File: src/rtl/rv32i_types.sv
// Shared RV32I pipeline types: memory/writeback pipeline entry, commit-order
// width and the zero bubble used for flushes and reset.
package rv32i_types;

    localparam int unsigned ORDER_W = 64;

    typedef struct packed {
        logic               commit;
        logic [ORDER_W-1:0] order;
        logic [31:0]        inst;
        logic [31:0]        pc;
        logic [31:0]        pc_next;
        logic [4:0]         rs1_s;
        logic [4:0]         rs2_s;
        logic [31:0]        rs1_v;
        logic [31:0]        rs2_v;
        logic               regf_we;
        logic [4:0]         rd_s;
        logic [31:0]        rd_v;
    } mem_wb_reg_t;

    localparam mem_wb_reg_t WB_BUBBLE = '0;

endpackage

File: src/rtl/wb_stage_if.sv
// Writeback stage bus: entry and pipeline controls from the memory stage,
// commit order back to it, register-file write, forwarding and retirement
// monitor outputs.
interface wb_stage_if import rv32i_types::*; ();

    mem_wb_reg_t        mem_wb_reg;
    logic               stall;
    logic               flush;
    logic               increment;
    logic [ORDER_W-1:0] order;

    logic               regf_we;
    logic [4:0]         rd_s;
    logic [31:0]        rd_v;

    logic               fwd_valid;
    logic [4:0]         fwd_rd_s;
    logic [31:0]        fwd_rd_v;

    logic               mon_valid;
    logic [ORDER_W-1:0] mon_order;
    logic [31:0]        mon_inst;
    logic [31:0]        mon_pc_rdata;
    logic [31:0]        mon_pc_wdata;
    logic [4:0]         mon_rs1_addr;
    logic [4:0]         mon_rs2_addr;
    logic [31:0]        mon_rs1_rdata;
    logic [31:0]        mon_rs2_rdata;
    logic [4:0]         mon_rd_addr;
    logic [31:0]        mon_rd_wdata;

    modport master (
        output mem_wb_reg, stall, flush, increment,
        input  order, regf_we, rd_s, rd_v, fwd_valid, fwd_rd_s, fwd_rd_v,
        input  mon_valid, mon_order, mon_inst, mon_pc_rdata, mon_pc_wdata,
        input  mon_rs1_addr, mon_rs2_addr, mon_rs1_rdata, mon_rs2_rdata,
        input  mon_rd_addr, mon_rd_wdata
    );

    modport slave (
        input  mem_wb_reg, stall, flush, increment,
        output order, regf_we, rd_s, rd_v, fwd_valid, fwd_rd_s, fwd_rd_v,
        output mon_valid, mon_order, mon_inst, mon_pc_rdata, mon_pc_wdata,
        output mon_rs1_addr, mon_rs2_addr, mon_rs1_rdata, mon_rs2_rdata,
        output mon_rd_addr, mon_rd_wdata
    );

endinterface

File: src/rtl/wb_stage_order_counter.sv
// Commit order counter: free-running 64-bit count of committed instructions,
// wrapping naturally at 2^64.
module order_counter import rv32i_types::*; (
    input  logic               clk,
    input  logic               rst,
    input  logic               en,
    output logic [ORDER_W-1:0] order
);

    logic [ORDER_W-1:0] order_q;

    // Advance by one per enabled edge; synchronous clear on reset.
    always_ff @(posedge clk) begin
        if (rst) begin
            order_q <= '0;
        end else if (en) begin
            order_q <= order_q + ORDER_W'(1);
        end
    end

    assign order = order_q;

endmodule

File: src/rtl/wb_stage.sv
// Writeback stage: registers the memory-stage entry, drives the register-file
// write port and forwarding path, and reports each committed instruction
// exactly once on the retirement monitor.
module wb_stage import rv32i_types::*; (
    input  logic       clk,
    input  logic       rst,
    wb_stage_if.slave  wb
);

    mem_wb_reg_t        wb_q;
    logic               retired_q;
    logic               order_en;
    logic               wr_ok;
    logic [ORDER_W-1:0] order_q;

    // A flush squashes the committing instruction, so it must not consume an order number.
    assign order_en = wb.increment & ~wb.stall & ~wb.flush;

    order_counter u_order (
        .clk   (clk),
        .rst   (rst),
        .en    (order_en),
        .order (order_q)
    );

    // Pipeline register: stall holds, flush loads a bubble, reset wins over both.
    always_ff @(posedge clk) begin
        if (rst) begin
            wb_q <= WB_BUBBLE;
        end else if (!wb.stall) begin
            wb_q <= wb.flush ? WB_BUBBLE : wb.mem_wb_reg;
        end
    end

    // Retired flag: set once a held committing entry has been presented for a cycle,
    // cleared whenever a new entry loads, so monitor/write fire once per entry.
    always_ff @(posedge clk) begin
        if (rst) begin
            retired_q <= 1'b0;
        end else if (!wb.stall) begin
            retired_q <= 1'b0;
        end else if (wb_q.commit) begin
            retired_q <= 1'b1;
        end
    end

    // Output decode: write/forward qualification and monitor fields from the held entry.
    always_comb begin
        wr_ok            = wb_q.commit & wb_q.regf_we & (wb_q.rd_s != '0);

        wb.order         = order_q;

        wb.regf_we       = wr_ok & ~retired_q;
        wb.rd_s          = wb_q.rd_s;
        wb.rd_v          = wb_q.rd_v;

        wb.fwd_valid     = wr_ok;
        wb.fwd_rd_s      = wb_q.rd_s;
        wb.fwd_rd_v      = wb_q.rd_v;

        wb.mon_valid     = wb_q.commit & ~retired_q;
        wb.mon_order     = wb_q.order;
        wb.mon_inst      = wb_q.inst;
        wb.mon_pc_rdata  = wb_q.pc;
        wb.mon_pc_wdata  = wb_q.pc_next;
        wb.mon_rs1_addr  = wb_q.rs1_s;
        wb.mon_rs2_addr  = wb_q.rs2_s;
        wb.mon_rs1_rdata = wb_q.rs1_v;
        wb.mon_rs2_rdata = wb_q.rs2_v;
        wb.mon_rd_addr   = wr_ok ? wb_q.rd_s : '0;
        wb.mon_rd_wdata  = wr_ok ? wb_q.rd_v : '0;
    end

endmodule

File: src/flat_wrapper.sv
// flat-port wrapper written by rule: the top's interface ports become plain ports
module wb_stage_flat import rv32i_types::*;
  (clk, rst, wb_mem_wb_reg, wb_stall, wb_flush, wb_increment, wb_order, wb_regf_we, wb_rd_s, wb_rd_v, wb_fwd_valid, wb_fwd_rd_s, wb_fwd_rd_v, wb_mon_valid, wb_mon_order, wb_mon_inst, wb_mon_pc_rdata, wb_mon_pc_wdata, wb_mon_rs1_addr, wb_mon_rs2_addr, wb_mon_rs1_rdata, wb_mon_rs2_rdata, wb_mon_rd_addr, wb_mon_rd_wdata);
  wb_stage_if wb_i ();
  input  logic clk;
  input  logic rst;
  input wire logic [$bits(wb_i.mem_wb_reg)-1:0] wb_mem_wb_reg;
  input wire logic [$bits(wb_i.stall)-1:0] wb_stall;
  input wire logic [$bits(wb_i.flush)-1:0] wb_flush;
  input wire logic [$bits(wb_i.increment)-1:0] wb_increment;
  output wire logic [$bits(wb_i.order)-1:0] wb_order;
  output wire logic [$bits(wb_i.regf_we)-1:0] wb_regf_we;
  output wire logic [$bits(wb_i.rd_s)-1:0] wb_rd_s;
  output wire logic [$bits(wb_i.rd_v)-1:0] wb_rd_v;
  output wire logic [$bits(wb_i.fwd_valid)-1:0] wb_fwd_valid;
  output wire logic [$bits(wb_i.fwd_rd_s)-1:0] wb_fwd_rd_s;
  output wire logic [$bits(wb_i.fwd_rd_v)-1:0] wb_fwd_rd_v;
  output wire logic [$bits(wb_i.mon_valid)-1:0] wb_mon_valid;
  output wire logic [$bits(wb_i.mon_order)-1:0] wb_mon_order;
  output wire logic [$bits(wb_i.mon_inst)-1:0] wb_mon_inst;
  output wire logic [$bits(wb_i.mon_pc_rdata)-1:0] wb_mon_pc_rdata;
  output wire logic [$bits(wb_i.mon_pc_wdata)-1:0] wb_mon_pc_wdata;
  output wire logic [$bits(wb_i.mon_rs1_addr)-1:0] wb_mon_rs1_addr;
  output wire logic [$bits(wb_i.mon_rs2_addr)-1:0] wb_mon_rs2_addr;
  output wire logic [$bits(wb_i.mon_rs1_rdata)-1:0] wb_mon_rs1_rdata;
  output wire logic [$bits(wb_i.mon_rs2_rdata)-1:0] wb_mon_rs2_rdata;
  output wire logic [$bits(wb_i.mon_rd_addr)-1:0] wb_mon_rd_addr;
  output wire logic [$bits(wb_i.mon_rd_wdata)-1:0] wb_mon_rd_wdata;
  assign wb_i.mem_wb_reg = wb_mem_wb_reg;
  assign wb_i.stall = wb_stall;
  assign wb_i.flush = wb_flush;
  assign wb_i.increment = wb_increment;
  assign wb_order = wb_i.order;
  assign wb_regf_we = wb_i.regf_we;
  assign wb_rd_s = wb_i.rd_s;
  assign wb_rd_v = wb_i.rd_v;
  assign wb_fwd_valid = wb_i.fwd_valid;
  assign wb_fwd_rd_s = wb_i.fwd_rd_s;
  assign wb_fwd_rd_v = wb_i.fwd_rd_v;
  assign wb_mon_valid = wb_i.mon_valid;
  assign wb_mon_order = wb_i.mon_order;
  assign wb_mon_inst = wb_i.mon_inst;
  assign wb_mon_pc_rdata = wb_i.mon_pc_rdata;
  assign wb_mon_pc_wdata = wb_i.mon_pc_wdata;
  assign wb_mon_rs1_addr = wb_i.mon_rs1_addr;
  assign wb_mon_rs2_addr = wb_i.mon_rs2_addr;
  assign wb_mon_rs1_rdata = wb_i.mon_rs1_rdata;
  assign wb_mon_rs2_rdata = wb_i.mon_rs2_rdata;
  assign wb_mon_rd_addr = wb_i.mon_rd_addr;
  assign wb_mon_rd_wdata = wb_i.mon_rd_wdata;
  wb_stage u_core (.clk(clk), .rst(rst), .wb(wb_i));
endmodule
File: config.mk
export PLATFORM = sky130hd
export DESIGN_NAME = wb_stage_flat
export DESIGN_NICKNAME = d
export VERILOG_FILES = /design/src/rtl/rv32i_types.sv /design/src/rtl/wb_stage_if.sv /design/src/rtl/wb_stage_order_counter.sv /design/src/rtl/wb_stage.sv /design/src/flat_wrapper.sv
export SDC_FILE = /design/constraint.sdc
export NUM_CORES = 1
export LEC_CHECK = 0
export ABC_AREA = 1
export BUFFER_PORTS_ARGS = -buffer_cell sky130_fd_sc_hd__buf_2
export CAP_MARGIN = 20
export CORE_AREA = 5 5 264 266
export DETAILED_ROUTE_END_ITERATION = 10
export DIE_AREA = 0 0 269 271
export HOLD_SLACK_MARGIN = 0.05
export PLACE_DENSITY = 0.44
export SYNTH_ARGS = -nofsm -noshare
export SYNTH_HDL_FRONTEND = slang
export SYNTH_HIERARCHICAL = 1
export SYNTH_SLANG_ARGS = --single-unit
File: constraint.sdc
create_clock -name clk -period 2.4 [get_ports clk]
set_input_delay 0.48 -clock clk [delete_from_list [all_inputs] [get_ports clk]]
set_output_delay 0.48 -clock clk [all_outputs]
set_load 0.02 [all_outputs]
==> results.toml, run 1 <==
[placed_design]
dp_slack_ns = 0.3513
port_buffers = 689
dp_hpwl_um = 46170
placed_area_sq_um = 17790
gp_congestion = 0.8850

[power_and_ir_drop]
power.switching_mw = 3.528
swShare_pct = 25.91
irDropWorstVdd_mv = 0.4517
p_seq_share_pct = 43.2
p_per_area_nw_per_um2 = 708.1
power.share.clock_pct = 47.3
combinationalPowerShare_pct = 9.4
p_leak_nw = 8.773
p_int_mw = 10.09

[global_route]
grt_max_degree = 210
grt_pass1_vias = 13941
grt-ovfl-total = 0
grt_pass1_wl_um = 87680
grt_usage_pct = 15.29
antenna_found_initial = 11

[floorplanning]
std_cell_rows = 95
die_h_um = 271
dieArea_sq_um = 72900
io_pins = 690
core_area_sq_um = 66800
die_w_um = 269
start_util_pct = 23.52

[logic_synthesis]
syn_inst = 2164
yosysTopAreaCell = "dfxtp_1"
synth_fp_nets = 2443
yosysWarnings = 6
synth_area_leaders = "dfxtp_1 43%, nand2_1 15%, buf_4 15%, a21oi_1 8.4%, nor2_1 4.4%"
ys_types = 32
ys_seq_area_share_pct = 43.07
avgSynthCellArea_sq_um = 7.260
synth_seq_cells = 338
yosys.area.top_type_share_pct = 43.07
synth_area_sq_um = 15710

[layout]
fillers = 7420
synthToLayoutAreaGrowth_pct = 22.38
fin_area_sq_um = 19230
layout-drive-gt1-share_pct = 32.45
final_nets = 2790
final_util_pct = 28.78

[timing]
worst_slack_ns = 0.1314
min_period_ns = 2.269
hold_viol_final = 0
rsz0062_at_grt = "false"
fin_setup_tns_ns = 0
finalSetupViolCount = 0
fin_skew_ns = 0.01924
max_freq_mhz = 440.8
timing.final.max_slew_violations = 0
finalCritPeriodShare_pct = 94.52
worstMarginPinSlew_ns = 1.169
slew-limit-headroom_pct = 22.10

[clock_network]
cts-buffers-inserted = 43
clk_pin_slew_ns = 0.06
cts_tree = "done"
h-tree-depth = 2
clockBufferDepth = 3
cts-root-buf = "clkbuf_16"
clkSinkCount = 338
worstSkewPairLatency_ns = 0.57

[outcome]
status = "finished clean"

[hold_path]
hold_start = "wb_mem_wb_reg[13]"
min_path_cells = 3
hold_class = "in2reg"
min_to = "u_core/wb.fwd_rd_v[13]"

[routing]
drt-met1-wl_um = 24320
vias = 14673
drt_iter0_drc = 754
wl_met2_um = 29690
ant_nets = 0
dr_wl_met3_um = 5323
drc_errors = 0
wl_per_cell_um = 17.76
drt_pass1_iterations = 6
viasPerCell = 4.289
dr.max_layer_used = "met5"
wl_um = 60770

[critical_path]
crit_path_start = "u_core/wb.fwd_rd_s[0]"
reg2reg_to = "u_core/u_order/order[52]"
cp_data_required_time_ns = 1.92
worstPathArrival_ns = 1.79
start_kind = "register"
rrSetupSlack_ns = 0.49
path_class = "reg2out"
endpoint_kind = "output pin"
worstReg2RegStart = "u_core/u_order/order[1]"
critPathMaxFanout = 33
r2r.worst_path.cells = 10

[flow_run]
maxCapViolCount = 0
[Yosys cell counts, drive strengths merged]
cell type,n
and2,3
nor3,7
nand3,84
nor3b,2
o21bai,2
and3,3
a21oi,263
a211oi,1
o21ai,52
nand2,651
o21a,3
xnor2,4
clkbuf,39
buf,370
xor2,10
inv,104
nor2,214
nand3b,1
nor4,1
or3b,1
ha,1
dfxtp,338
nand4,10
[state kept, by name, summed over array words and instances, names as in the netlist]
name and cells:
u_core/wb.mon_rs1_rdata 32, u_core/u_order/order 64, u_core/retired_q 1, u_core/wb.mon_rs2_addr 5, u_core/wb.mon_inst 32, u_core/wb.fwd_rd_v 32
u_core/wb.mon_rs2_rdata 32, u_core/wb.mon_order 64, u_core/wb_q 2, u_core/wb.mon_pc_wdata 32, u_core/wb.fwd_rd_s 5, u_core/wb.mon_rs1_addr 5
u_core/wb.mon_pc_rdata 32
[cell families (layout without fill, tap and decap cells)]
group           after synthesis  in the layout  share of synthesized area (%)
xor+xnor                     14             14                         0.7804
simple gates                977            977                          25.64
fa+ha+maj                     1              1                        0.07962
compound gates              321            321                          10.32
flops                       338            338                          43.07
buf+inv                     513            891                          20.11
other cells                   0              6                              0
[metal layers]
layer	global-route usage, %	vias to the layer above
met4	4.264	8
met5	0	-
met1	17.91	6802
met3	4.625	77
met2	26.92	565
li1	-	7221
[cells in the final DEF, fill, tap and decap left out, types with 11 or more instances in the layout]
cell       count
buf_2        686
nand2_1      643
dfxtp_1      336
a21oi_1      263
nor2_1       183
inv_1        100
nand3_1       82
o21ai_0       52
clkbuf_16     43
nor2_2        17
buf_4         13
nor2_4        13
clkbuf_8      11
clkbuf_1      11
[repair_timing]
item | in CTS | in global routing
pin swaps | 0 | 0
buffers inserted | 0 | 0
setup endpoints to repair | 3 | 22
hold buffers | 0 | 0
resized for setup | 1 | 5
[through the flow]
step | hold slack [ns] | instances | power [mW]
2_1_floorplan | 0.4367 | 2164 | 6.932
3_3_place_gp | 0.4439 | 3339 | 7.295
3_5_place_dp | 0.4453 | 3339 | 7.307
4_1_cts | 0.09391 | 3415 | 13.88
5_1_grt | 0.1252 | 3418 | 14.20
6_report | 0.1388 | 3421 | 13.62
[how the worst max path moves through the flow]
| stage | end | slack, ns | depth (start not counted) |
|---|---|---|---|
| finish | wb_mon_rd_addr[0] | 0.13 | 6 |
| CTS | wb_mon_rd_addr[0] | 0.03 | 6 |
| detailed placement | u_core/u_order/order[63] | 0.35 | 9 |
| floorplan | u_core/u_order/order[63] | 0.32 | 10 |
| global route | wb_mon_rd_wdata[13] | 0.02 | 6 |
| global placement | u_core/u_order/order[63] | 0.35 | 9 |
[power groups by stage]
stage	clock [mW]	combinational [mW]	sequential [mW]
2_1_floorplan	0	0.944	5.99
3_3_place_gp	0	1.29	6.00
3_5_place_dp	0	1.30	6.01
4_1_cts	6.69	1.30	5.89
5_1_grt	6.90	1.40	5.91
6_report	6.44	1.29	5.89
[worst max-delay path: stages (launching register included)]
cell and delay [ns]:
dfxtp_1 0.43, nor2_1 0.06, nand3_1 0.06, nand2_1 0.13, buf_12 0.20, nor2_1 0.16
buf_4 0.17
[layout make-up]
class / instances / area [sq um] / area share (%)
Sequential cell: 338 / 6769 / 35.21
Multi-Input combinational cell: 1313 / 5798 / 30.16
Timing Repair Buffer: 711 / 3756 / 19.54
Clock buffer: 64 / 1255 / 6.527
Tap cell: 873 / 1092 / 5.681
Inverter: 104 / 390.4 / 2.030
Clock inverter: 12 / 151.4 / 0.7874
Antenna cell: 6 / 15.01 / 0.07809
Note: power is estimated with default switching activity, not from simulation.
==> inputs of run 2 (changes only) <==
- REMOVE_ABC_BUFFERS: not set -> 1
==> run 2 against run 1 <==
  * Sequential power is essentially flat
  * Via count increased by 0.41%
  * Highest routed layer unchanged
  * Utilization hardly changed
  * Critical endpoint is now wb_mon_rd_wdata[28]
==> results.toml, run 2 (same netlist as run 1, synthesis figures left out) <==
[timing]
min_period_ns = 2.286
max_freq_mhz = 437.4
hold_viol_final = 0
finalCritPeriodShare_pct = 95.25
finalSetupViolCount = 0
holdWs_ns = 0.1576
fin_setup_tns_ns = 0
fin_skew_ns = 0.01299
worstMarginPinSlew_ns = 0.8175
slew-limit-headroom_pct = 45.50
timing.final.max_slew_violations = 0
rsz0062_at_grt = "false"
worst_slack_ns = 0.1139

[floorplanning]
dieArea_sq_um = 72900
start_util_pct = 23.52
std_cell_rows = 95
die_h_um = 271
die_w_um = 269
core_area_sq_um = 66800
io_pins = 690

[routing]
drt_pass1_iterations = 5
drc_errors = 0
drt_iter0_drc = 989
wl_um = 62250
vias = 14733
wl_per_cell_um = 18.20
ant_nets = 0
viasPerCell = 4.307

[critical_path]
crit_top_cell = "nand2_1"
path_class = "reg2out"
worstPathArrival_ns = 1.81
crit_chain = "nand2_1 > inv_1 > nand2_1 > buf_6 > nor2_2 > buf_2"
slowest_stage = "dfxtp_1"
cp_data_required_time_ns = 1.92
worst_path_largest_cell_delay_ns = 0.35
endpoint_kind = "output pin"
start_kind = "register"
critPathMaxFanout = 27

[global_route]
grt_pass1_vias = 14169
grt_usage_pct = 15.82
grt-ovfl-total = 0
grt_max_degree = 97
grt_pass1_wl_um = 90070
antenna_found_initial = 10

[clock_network]
cts_tree = "done"
cts-root-buf = "clkbuf_16"
h-tree-depth = 2
clockBufferDepth = 3
clk_pin_slew_ns = 0.06
cts-buffers-inserted = 44
clkSinkCount = 338
postCtsSetupRepairBufs = 0
worstSkewPairLatency_ns = 0.55

[hold_path]
hold_class = "in2reg"

[power_and_ir_drop]
p_per_area_nw_per_um2 = 702.2
irDropWorstVdd_mv = 0.4148
power.switching_mw = 3.521
power.share.clock_pct = 46.7
swShare_pct = 26.09
p_seq_share_pct = 43.7
combinationalPowerShare_pct = 9.6
p_int_mw = 9.971
power.total_mw = 13.49
p_leak_nw = 8.759

[outcome]
status = "finished clean"

[layout]
fin_cells = 3421
layout_common_cells = "687 x buf_2, 643 x nand2_1, 338 x dfxtp_1, 263 x a21oi_1, 180 x nor2_1"
synthToLayoutAreaGrowth_pct = 22.29
final_nets = 2792
layout_commonest_cell = "buf_2"
layout-drive-gt1-share_pct = 32.57

[placed_design]
gp_congestion = 0.9165
dp_slack_ns = 0.3285
dp_hpwl_um = 47740
port_buffers = 689
dp.cells = 3340

[flow_run]
maxCapViolCount = 0
[run 2: area by class of cell]
class                   instances  area, sq um
fillers                      7424        47590
diodes                          6        15.01
repair buffers                712         3765
multi-input cells            1313         5816
flip-flops and latches        338         6766
inverters                     104        390.4
well taps                     873         1092
clock buffers                  61         1245
clock inverters                14        123.9
[run 2: worst paths after layout]
kind / start / endpoint / slack [ns] / depth (start not counted)
max: u_core/wb_q[272] / wb_mon_rd_wdata[28] / 0.11 / 6
max reg2reg: u_core/u_order/order[25] / u_core/u_order/order[52] / 0.56 / 9
min: wb_mem_wb_reg[27] / u_core/wb.fwd_rd_v[27] / 0.16 / 3
min reg2reg: u_core/wb.mon_pc_rdata[6] / u_core/wb.mon_pc_rdata[6] / 0.46 / 2
[run 2: per-stage QoR]
| stage | util (%) | instance area, sq um |
|---|---|---|
| after global placement | 26.66 | 17810 |
| after global routing | 28.76 | 19210 |
| after CTS | 28.73 | 19190 |
| final | 28.76 | 19210 |
| after detailed placement | 26.66 | 17810 |
| after floorplan | - | 12940 |
[run 2: power by group through the flow]
stage | registers, mW | clock network [mW] | logic [mW]
after floorplan | 6.25 | 0 | 0.353
after global placement | 6.01 | 0 | 1.31
after detailed placement | 6.02 | 0 | 1.31
after CTS | 5.90 | 6.60 | 1.32
after global routing | 5.91 | 6.83 | 1.41
final | 5.90 | 6.30 | 1.29
[run 2: worst max-delay path: cells and delay by family, from the launching register on]
kind / cells / cell delay (ns)
flops: 1 / 0.35
simple gates: 3 / 0.40
buf+inv: 3 / 0.49
[run 2: what timing repair did]
item                                    CTS  global route
gates cloned                              0             0
gates resized for setup                   5             1
endpoints found under the setup margin    3             3
hold buffers                              0             0
[run 2: metal layers]
| metal | share of wire (%) | wire (um) | GRT usage [%] | vias up |
|---|---|---|---|---|
| li1 | - | - | - | 7219 |
| met1 | 40 | 25090 | 18.82 | 6843 |
| met2 | 49 | 30470 | 27.79 | 568 |
| met3 | 8.1 | 5068 | 4.516 | 99 |
| met4 | 2.6 | 1592 | 4.251 | 4 |
| met5 | 0.040 | 25 | 0 | - |
